`config.mk`:
```
export PLATFORM = sky130hd
export DESIGN_NAME = stfq_rank_computer_flat
export DESIGN_NICKNAME = d
export VERILOG_FILES = /design/src/rtl/stfq_rank_computer_if.sv /design/src/rtl/stfq_rank_computer.sv /design/src/flat_wrapper.sv
export SDC_FILE = /design/constraint.sdc
export NUM_CORES = 2
export LEC_CHECK = 0
export CORE_MARGIN = 4
export CORE_UTILIZATION = 43
export DETAILED_ROUTE_END_ITERATION = 16
export GPL_TIMING_DRIVEN = 0
export PLACE_DENSITY = 0.62
export SKIP_LAST_GASP = 1
export SYNTH_ARGS = -nofsm -noshare
export SYNTH_HDL_FRONTEND = slang
export SYNTH_SLANG_ARGS = --single-unit
```
`constraint.sdc`:
```
create_clock -name clk -period 47.5 [get_ports clk]
set_clock_uncertainty 0.15 [all_clocks]
set_input_delay 11.875 -clock clk [delete_from_list [all_inputs] [get_ports clk]]
set_output_delay 11.875 -clock clk [all_outputs]
set_load 0.005 [all_outputs]
```
`src/rtl/stfq_rank_computer_if.sv`:
```
// Arrival, push, dequeue-feedback and config signals of the STFQ rank computer.
// The master side feeds arrivals and scheduler status; the slave side is the rank computer.
interface stfq_rank_computer_if #(
   parameter int FLOWS = 10,
   parameter int LEN_W = 16,
   parameter int WGT_W = 16
);
   logic             in_valid_1;
   logic             in_valid_2;
   logic             in_ready_1;
   logic             in_ready_2;
   logic [31:0]      in_value_1;
   logic [31:0]      in_value_2;
   logic [FLOWS-1:0] in_flow_1;
   logic [FLOWS-1:0] in_flow_2;
   logic [LEN_W-1:0] in_len_1;
   logic [LEN_W-1:0] in_len_2;
   logic             push_1;
   logic             push_2;
   logic [31:0]      push_rank_1;
   logic [31:0]      push_rank_2;
   logic [31:0]      push_value_1;
   logic [31:0]      push_value_2;
   logic [FLOWS-1:0] push_flow_1;
   logic [FLOWS-1:0] push_flow_2;
   logic             can_push_1;
   logic             can_push_2;
   logic             deq_valid;
   logic [31:0]      deq_rank;
   logic             cfg_we;
   logic [FLOWS-1:0] cfg_flow;
   logic [WGT_W-1:0] cfg_weight;
   logic [15:0]      drop_count;
   logic [31:0]      vtime;

   modport master (
      output in_valid_1, in_valid_2, in_value_1, in_value_2, in_flow_1, in_flow_2,
             in_len_1, in_len_2, can_push_1, can_push_2, deq_valid, deq_rank,
             cfg_we, cfg_flow, cfg_weight,
      input  in_ready_1, in_ready_2, push_1, push_2, push_rank_1, push_rank_2,
             push_value_1, push_value_2, push_flow_1, push_flow_2, drop_count, vtime
   );

   modport slave (
      input  in_valid_1, in_valid_2, in_value_1, in_value_2, in_flow_1, in_flow_2,
             in_len_1, in_len_2, can_push_1, can_push_2, deq_valid, deq_rank,
             cfg_we, cfg_flow, cfg_weight,
      output in_ready_1, in_ready_2, push_1, push_2, push_rank_1, push_rank_2,
             push_value_1, push_value_2, push_flow_1, push_flow_2, drop_count, vtime
   );
endinterface

```
`src/rtl/stfq_rank_computer.sv`:
```
// Start-time fair queueing rank tagger: two arrivals per cycle get start tags from
// per-flow finish times and a virtual time advanced by dequeue feedback.
module stfq_rank_computer #(
   parameter int FLOWS = 10,
   parameter int LEN_W = 16,
   parameter int WGT_W = 16
) (
   input logic                 clk,
   input logic                 rst_n,
   stfq_rank_computer_if.slave bus
);
   localparam int PROD_W = LEN_W + WGT_W;

   logic [31:0]      vt_r;
   logic [31:0]      finish_r [FLOWS];
   logic [WGT_W-1:0] weight_r [FLOWS];
   logic [15:0]      drop_r;

   logic             ready_1_s, ready_2_s, acc_1_s, acc_2_s, ok_1_s, ok_2_s, same_s, cfg_ok_s;
   logic [31:0]      fin_1_s, fin_2_s, prev_2_s, start_1_s, start_2_s, end_1_s, end_2_s;
   logic [WGT_W-1:0] wgt_1_s, wgt_2_s;
   logic [16:0]      drop_sum_s;
   logic [15:0]      drop_next_s;

   function automatic logic is_onehot(input logic [FLOWS-1:0] f);
      return $countones(f) == 32'sd1;
   endfunction

   function automatic logic [31:0] max32(input logic [31:0] a, input logic [31:0] b);
      return (a > b) ? a : b;
   endfunction

   function automatic logic [31:0] sat_add(input logic [31:0] a, input logic [31:0] b);
      logic [32:0] s;
      s = {1'b0, a} + {1'b0, b};
      return s[32] ? 32'hFFFF_FFFF : s[31:0];
   endfunction

   function automatic logic [31:0] scaled_len(input logic [LEN_W-1:0] len, input logic [WGT_W-1:0] w);
      logic [PROD_W-1:0] p;
      p = PROD_W'(len) * PROD_W'(w);
      return 32'(p);
   endfunction

   // Ready, acceptance and start/finish tag computation for both channels
   always_comb begin
      fin_1_s = 32'h0;
      fin_2_s = 32'h0;
      wgt_1_s = {WGT_W{1'b0}};
      wgt_2_s = {WGT_W{1'b0}};
      for (int f = 0; f < FLOWS; f++) begin
         fin_1_s = fin_1_s | (finish_r[f] & {32{bus.in_flow_1[f]}});
         fin_2_s = fin_2_s | (finish_r[f] & {32{bus.in_flow_2[f]}});
         wgt_1_s = wgt_1_s | (weight_r[f] & {WGT_W{bus.in_flow_1[f]}});
         wgt_2_s = wgt_2_s | (weight_r[f] & {WGT_W{bus.in_flow_2[f]}});
      end
      // channel 2 may only go when channel 1 is not stalled, keeping arrival order
      ready_1_s = rst_n & bus.can_push_1;
      ready_2_s = rst_n & (bus.in_valid_1 ? (bus.can_push_1 & bus.can_push_2) : bus.can_push_1);
      acc_1_s   = bus.in_valid_1 & ready_1_s;
      acc_2_s   = bus.in_valid_2 & ready_2_s;
      ok_1_s    = acc_1_s & is_onehot(bus.in_flow_1);
      ok_2_s    = acc_2_s & is_onehot(bus.in_flow_2);
      same_s    = ok_1_s & (bus.in_flow_2 == bus.in_flow_1);
      start_1_s = max32(vt_r, fin_1_s);
      end_1_s   = sat_add(start_1_s, scaled_len(bus.in_len_1, wgt_1_s));
      prev_2_s  = same_s ? end_1_s : fin_2_s;
      start_2_s = max32(vt_r, prev_2_s);
      end_2_s   = sat_add(start_2_s, scaled_len(bus.in_len_2, wgt_2_s));
      cfg_ok_s  = bus.cfg_we & is_onehot(bus.cfg_flow);
      drop_sum_s = {1'b0, drop_r} + {16'h0, acc_1_s & ~ok_1_s} + {16'h0, acc_2_s & ~ok_2_s};
      drop_next_s = drop_sum_s[16] ? 16'hFFFF : drop_sum_s[15:0];
   end

   assign bus.in_ready_1   = ready_1_s;
   assign bus.in_ready_2   = ready_2_s;
   assign bus.push_1       = ok_1_s;
   assign bus.push_2       = ok_2_s;
   assign bus.push_rank_1  = start_1_s;
   assign bus.push_rank_2  = start_2_s;
   assign bus.push_value_1 = bus.in_value_1;
   assign bus.push_value_2 = bus.in_value_2;
   assign bus.push_flow_1  = bus.in_flow_1;
   assign bus.push_flow_2  = bus.in_flow_2;
   assign bus.drop_count   = drop_r;
   assign bus.vtime        = vt_r;

   // Virtual time, per-flow finish tags, weights and drop counter
   always_ff @(posedge clk or negedge rst_n) begin
      if (!rst_n) begin
         vt_r   <= 32'h0;
         drop_r <= 16'h0;
         for (int f = 0; f < FLOWS; f++) begin
            finish_r[f] <= 32'h0;
            weight_r[f] <= {{(WGT_W-1){1'b0}}, 1'b1};
         end
      end else begin
         if (bus.deq_valid) begin
            vt_r <= max32(vt_r, bus.deq_rank);
         end else begin
            vt_r <= vt_r;
         end
         drop_r <= drop_next_s;
         for (int f = 0; f < FLOWS; f++) begin
            if (ok_2_s && bus.in_flow_2[f]) begin
               finish_r[f] <= end_2_s;
            end else if (ok_1_s && bus.in_flow_1[f]) begin
               finish_r[f] <= end_1_s;
            end else begin
               finish_r[f] <= finish_r[f];
            end
            if (cfg_ok_s && bus.cfg_flow[f]) begin
               weight_r[f] <= bus.cfg_weight;
            end else begin
               weight_r[f] <= weight_r[f];
            end
         end
      end
   end
endmodule

```
`src/flat_wrapper.sv`:
```
// flat-port wrapper written by rule: the top's interface ports become plain ports
module stfq_rank_computer_flat 
#(
   parameter int FLOWS = 10,
   parameter int LEN_W = 16,
   parameter int WGT_W = 16
)
  (clk, rst_n, bus_in_valid_1, bus_in_valid_2, bus_in_value_1, bus_in_value_2, bus_in_flow_1, bus_in_flow_2, bus_in_len_1, bus_in_len_2, bus_can_push_1, bus_can_push_2, bus_deq_valid, bus_deq_rank, bus_cfg_we, bus_cfg_flow, bus_cfg_weight, bus_in_ready_1, bus_in_ready_2, bus_push_1, bus_push_2, bus_push_rank_1, bus_push_rank_2, bus_push_value_1, bus_push_value_2, bus_push_flow_1, bus_push_flow_2, bus_drop_count, bus_vtime);
  stfq_rank_computer_if #(.FLOWS(FLOWS), .LEN_W(LEN_W), .WGT_W(WGT_W)) bus_i ();
  input logic clk;
  input logic rst_n;
  input wire logic [$bits(bus_i.in_valid_1)-1:0] bus_in_valid_1;
  input wire logic [$bits(bus_i.in_valid_2)-1:0] bus_in_valid_2;
  input wire logic [$bits(bus_i.in_value_1)-1:0] bus_in_value_1;
  input wire logic [$bits(bus_i.in_value_2)-1:0] bus_in_value_2;
  input wire logic [$bits(bus_i.in_flow_1)-1:0] bus_in_flow_1;
  input wire logic [$bits(bus_i.in_flow_2)-1:0] bus_in_flow_2;
  input wire logic [$bits(bus_i.in_len_1)-1:0] bus_in_len_1;
  input wire logic [$bits(bus_i.in_len_2)-1:0] bus_in_len_2;
  input wire logic [$bits(bus_i.can_push_1)-1:0] bus_can_push_1;
  input wire logic [$bits(bus_i.can_push_2)-1:0] bus_can_push_2;
  input wire logic [$bits(bus_i.deq_valid)-1:0] bus_deq_valid;
  input wire logic [$bits(bus_i.deq_rank)-1:0] bus_deq_rank;
  input wire logic [$bits(bus_i.cfg_we)-1:0] bus_cfg_we;
  input wire logic [$bits(bus_i.cfg_flow)-1:0] bus_cfg_flow;
  input wire logic [$bits(bus_i.cfg_weight)-1:0] bus_cfg_weight;
  output wire logic [$bits(bus_i.in_ready_1)-1:0] bus_in_ready_1;
  output wire logic [$bits(bus_i.in_ready_2)-1:0] bus_in_ready_2;
  output wire logic [$bits(bus_i.push_1)-1:0] bus_push_1;
  output wire logic [$bits(bus_i.push_2)-1:0] bus_push_2;
  output wire logic [$bits(bus_i.push_rank_1)-1:0] bus_push_rank_1;
  output wire logic [$bits(bus_i.push_rank_2)-1:0] bus_push_rank_2;
  output wire logic [$bits(bus_i.push_value_1)-1:0] bus_push_value_1;
  output wire logic [$bits(bus_i.push_value_2)-1:0] bus_push_value_2;
  output wire logic [$bits(bus_i.push_flow_1)-1:0] bus_push_flow_1;
  output wire logic [$bits(bus_i.push_flow_2)-1:0] bus_push_flow_2;
  output wire logic [$bits(bus_i.drop_count)-1:0] bus_drop_count;
  output wire logic [$bits(bus_i.vtime)-1:0] bus_vtime;
  assign bus_i.in_valid_1 = bus_in_valid_1;
  assign bus_i.in_valid_2 = bus_in_valid_2;
  assign bus_i.in_value_1 = bus_in_value_1;
  assign bus_i.in_value_2 = bus_in_value_2;
  assign bus_i.in_flow_1 = bus_in_flow_1;
  assign bus_i.in_flow_2 = bus_in_flow_2;
  assign bus_i.in_len_1 = bus_in_len_1;
  assign bus_i.in_len_2 = bus_in_len_2;
  assign bus_i.can_push_1 = bus_can_push_1;
  assign bus_i.can_push_2 = bus_can_push_2;
  assign bus_i.deq_valid = bus_deq_valid;
  assign bus_i.deq_rank = bus_deq_rank;
  assign bus_i.cfg_we = bus_cfg_we;
  assign bus_i.cfg_flow = bus_cfg_flow;
  assign bus_i.cfg_weight = bus_cfg_weight;
  assign bus_in_ready_1 = bus_i.in_ready_1;
  assign bus_in_ready_2 = bus_i.in_ready_2;
  assign bus_push_1 = bus_i.push_1;
  assign bus_push_2 = bus_i.push_2;
  assign bus_push_rank_1 = bus_i.push_rank_1;
  assign bus_push_rank_2 = bus_i.push_rank_2;
  assign bus_push_value_1 = bus_i.push_value_1;
  assign bus_push_value_2 = bus_i.push_value_2;
  assign bus_push_flow_1 = bus_i.push_flow_1;
  assign bus_push_flow_2 = bus_i.push_flow_2;
  assign bus_drop_count = bus_i.drop_count;
  assign bus_vtime = bus_i.vtime;
  stfq_rank_computer #(.FLOWS(FLOWS), .LEN_W(LEN_W), .WGT_W(WGT_W)) u_core (.clk(clk), .rst_n(rst_n), .bus(bus_i));
endmodule
```
==> impl_metrics.toml <==
[setup_path]
cp_common_cell = "clkbuf_1"
crit_buf_inv = 15
critPathLaunchType = "primary input"
endpoint_kind = "primary output"
path_max_fanout = 10
required_ns = 35.48
crit_arrival_ns = 29.58
critPathTopFamily = "buffers and inverters"
slowest_stage = "buf_1"
crit_type = "in -> out"
max_stage_delay_ns = 1.17

[layout]
drive_gt1_share_pct = 7.928
final_util_pct = 50.08
fillers = 11130
final_common_cell = "inv_1"
area_growth_pct = 15.03
final-seq-area_mm2 = 0.01323
stdcell_area_mm2 = 0.05851
final_nets = 6953
layout_common_cells = "652 x inv_1, 519 x nand2_1, 518 x dfrtp_1, 471 x fa_1, 381 x o21ai_0"
multi_input_area_mm2 = 0.03303

[floorplanning]
die-area_mm2 = 0.1239
fp.dieH_um = 351.9
coreArea_mm2 = 0.1168
std_cell_rows = 125
initial_core_util_pct = 43.54
die_width_um = 351.9
ios = 382

[cts]
cts_inserted_buffers = 69
cts_setup_buffers = 0
ctsResizeCount = 0
cts.clk_slew.worst_paths_ns = 0.06
clk_latency_ns = 0.67
max-clock-path-buffers = 3
hold_buffers = 0
cts-root-buf = "clkbuf_16"
cts_tree = "done"
htree_levels = 3
clock_sinks = 528

[min_path]
min_path_type = "reg -> reg"

[sta]
hold_viol_final = 0
min_period_ns = 41.61
finalSetupViolations = 0
rsz0062_at_grt = "no"
maxClockFrequency_ghz = 0.02403
finalCritPeriodShare_pct = 87.59
setup_slack_ns = 5.893
worstMarginPinSlew_ns = 1.681
slew_viol_final = 131
slew-limit-headroom_pct = -12.04

[detailed_routing]
vias = 48690
dr.pass1.iters = 9
drt_iter0_markers = 6678
post_drt_wl_per_cell_um = 33.15
routed_wl_mm = 250.9
drc_errors = 0
routed_via_density = 6.434
ant_nets = 0

[yosys]
synth_cells = 5585
seq_area_frac_synth_pct = 26.00
synth-edff-count = 0
yosysUniqueCellTypes = 75
synth-seq-cells = 528
ys_warn_count = 0
synth.net_count = 6564
async_flop_share_pct = 100.0
ys.flop_type = "dfrtp_1"
syn_area_mm2 = 0.05086
syn_avg_cell_area_um2 = 9.107

[global_route]
grt_pass1_vias = 47510
grt_max_degree = 113
overflow = 0
track_usage_pct = 39.41
grt_pass1_wl_mm = 353.6
grt_antenna_before_repair = 18

[run_status]
failed_checks = "capacitance limit, slew limit"
outcome = "complete, but fails checks"

[placement]
dp.final_hpwl_mm = 190.7
io_buffers = 301
place_congestion = 1.041
place_area_mm2 = 0.05603
dp_slack_ns = 6.693

[flow_run]
maxCapViolCount = 12
-- area by class of cell --
type | count | area share [%]
clock buffer | 94 | 3.404
buffer | 493 | 3.747
timing repair buffer | 318 | 5.639
sequential | 528 | 22.60
tap | 1524 | 3.259
inverter | 652 | 4.183
clock inverter | 32 | 0.6544
multi-input combinational | 3912 | 56.45
antenna | 15 | 0.06415
-- cell families (layout without fill, tap and decap cells) --
logic type	count (synthesis)	after routing	share of synthesized area, %
AOI/OAI and AO/OA	1499	1499	19.92
and+or+nand+nor	1303	1303	11.92
buffers and inverters	1145	1589	9.117
adders and majority gates	797	797	26.56
DFF	528	528	26.00
muxes	249	249	5.373
xor gates and xnor gates	64	64	1.117
other	0	15	0
-- stage by stage --
stage,hold slack [ns],instances,setup TNS [ns]
5_1_grt,0.3930,7554,0
3_3_place_gp,0.3616,7410,-143.07
6_report,0.3822,7568,0
3_5_place_dp,0.3692,7423,0
4_1_cts,0.3828,7549,0
2_1_floorplan,0.3524,5585,0
-- Yosys cell counts (39+ instances only) --
master | number | share of area [%]
buf_1 | 39 | 0.29
nor2b_1 | 99 | 1.2
a211oi_1 | 40 | 0.59
buf_4 | 84 | 1.2
nand4_1 | 96 | 1.2
dfrtp_1 | 518 | 25
o22ai_1 | 201 | 2.5
clkbuf_1 | 351 | 2.6
o21ai_0 | 382 | 3.8
a221oi_1 | 108 | 1.9
fa_1 | 471 | 19
a22oi_1 | 297 | 4.4
mux2i_1 | 57 | 1.1
a22o_1 | 77 | 1.3
inv_1 | 652 | 4.8
mux2_2 | 192 | 4.3
nor2_1 | 336 | 2.5
a21o_1 | 113 | 1.7
nand2_1 | 519 | 3.8
a21oi_1 | 106 | 1.0
ha_1 | 326 | 8.0
and2_1 | 95 | 1.2
-- final timing paths --
path / start / to / slack, ns / cells past startpoint
min in group asynchronous: rst_n / u_core.weight_r[7] / 11.00 / 1
setup reg to reg: u_core.finish_r[9] / u_core.finish_r[227] / 27.72 / 61
hold reg to reg: u_core.weight_r[157] / u_core.weight_r[157] / 0.38 / 1
setup / recovery: bus_in_flow_1[8] / bus_push_rank_2[16] / 5.89 / 49
max in group asynchronous: rst_n / u_core.bus.vtime[6] / 34.24 / 4
hold / removal: u_core.weight_r[157] / u_core.weight_r[157] / 0.38 / 1
-- per-layer routing --
layer | vias up | track usage, % | part of all wire, %
met4 | 8 | 22.93 | 7.2
met5 | - | 0.3462 | 0.039
met1 | 24430 | 51.42 | 39
met2 | 3398 | 57.60 | 42
li1 | 20040 | - | -
met3 | 820 | 12.40 | 12
-- flip-flops by register name, indices dropped and copies added (netlist names) --
register               count
u_core.weight_r          160
u_core.finish_r          320
u_core.bus.vtime          32
u_core.bus.drop_count     16
Power is left out: the tool's default activity adds up to more than one toggle a clock period on the data nets, which glitch-free logic cannot reach.
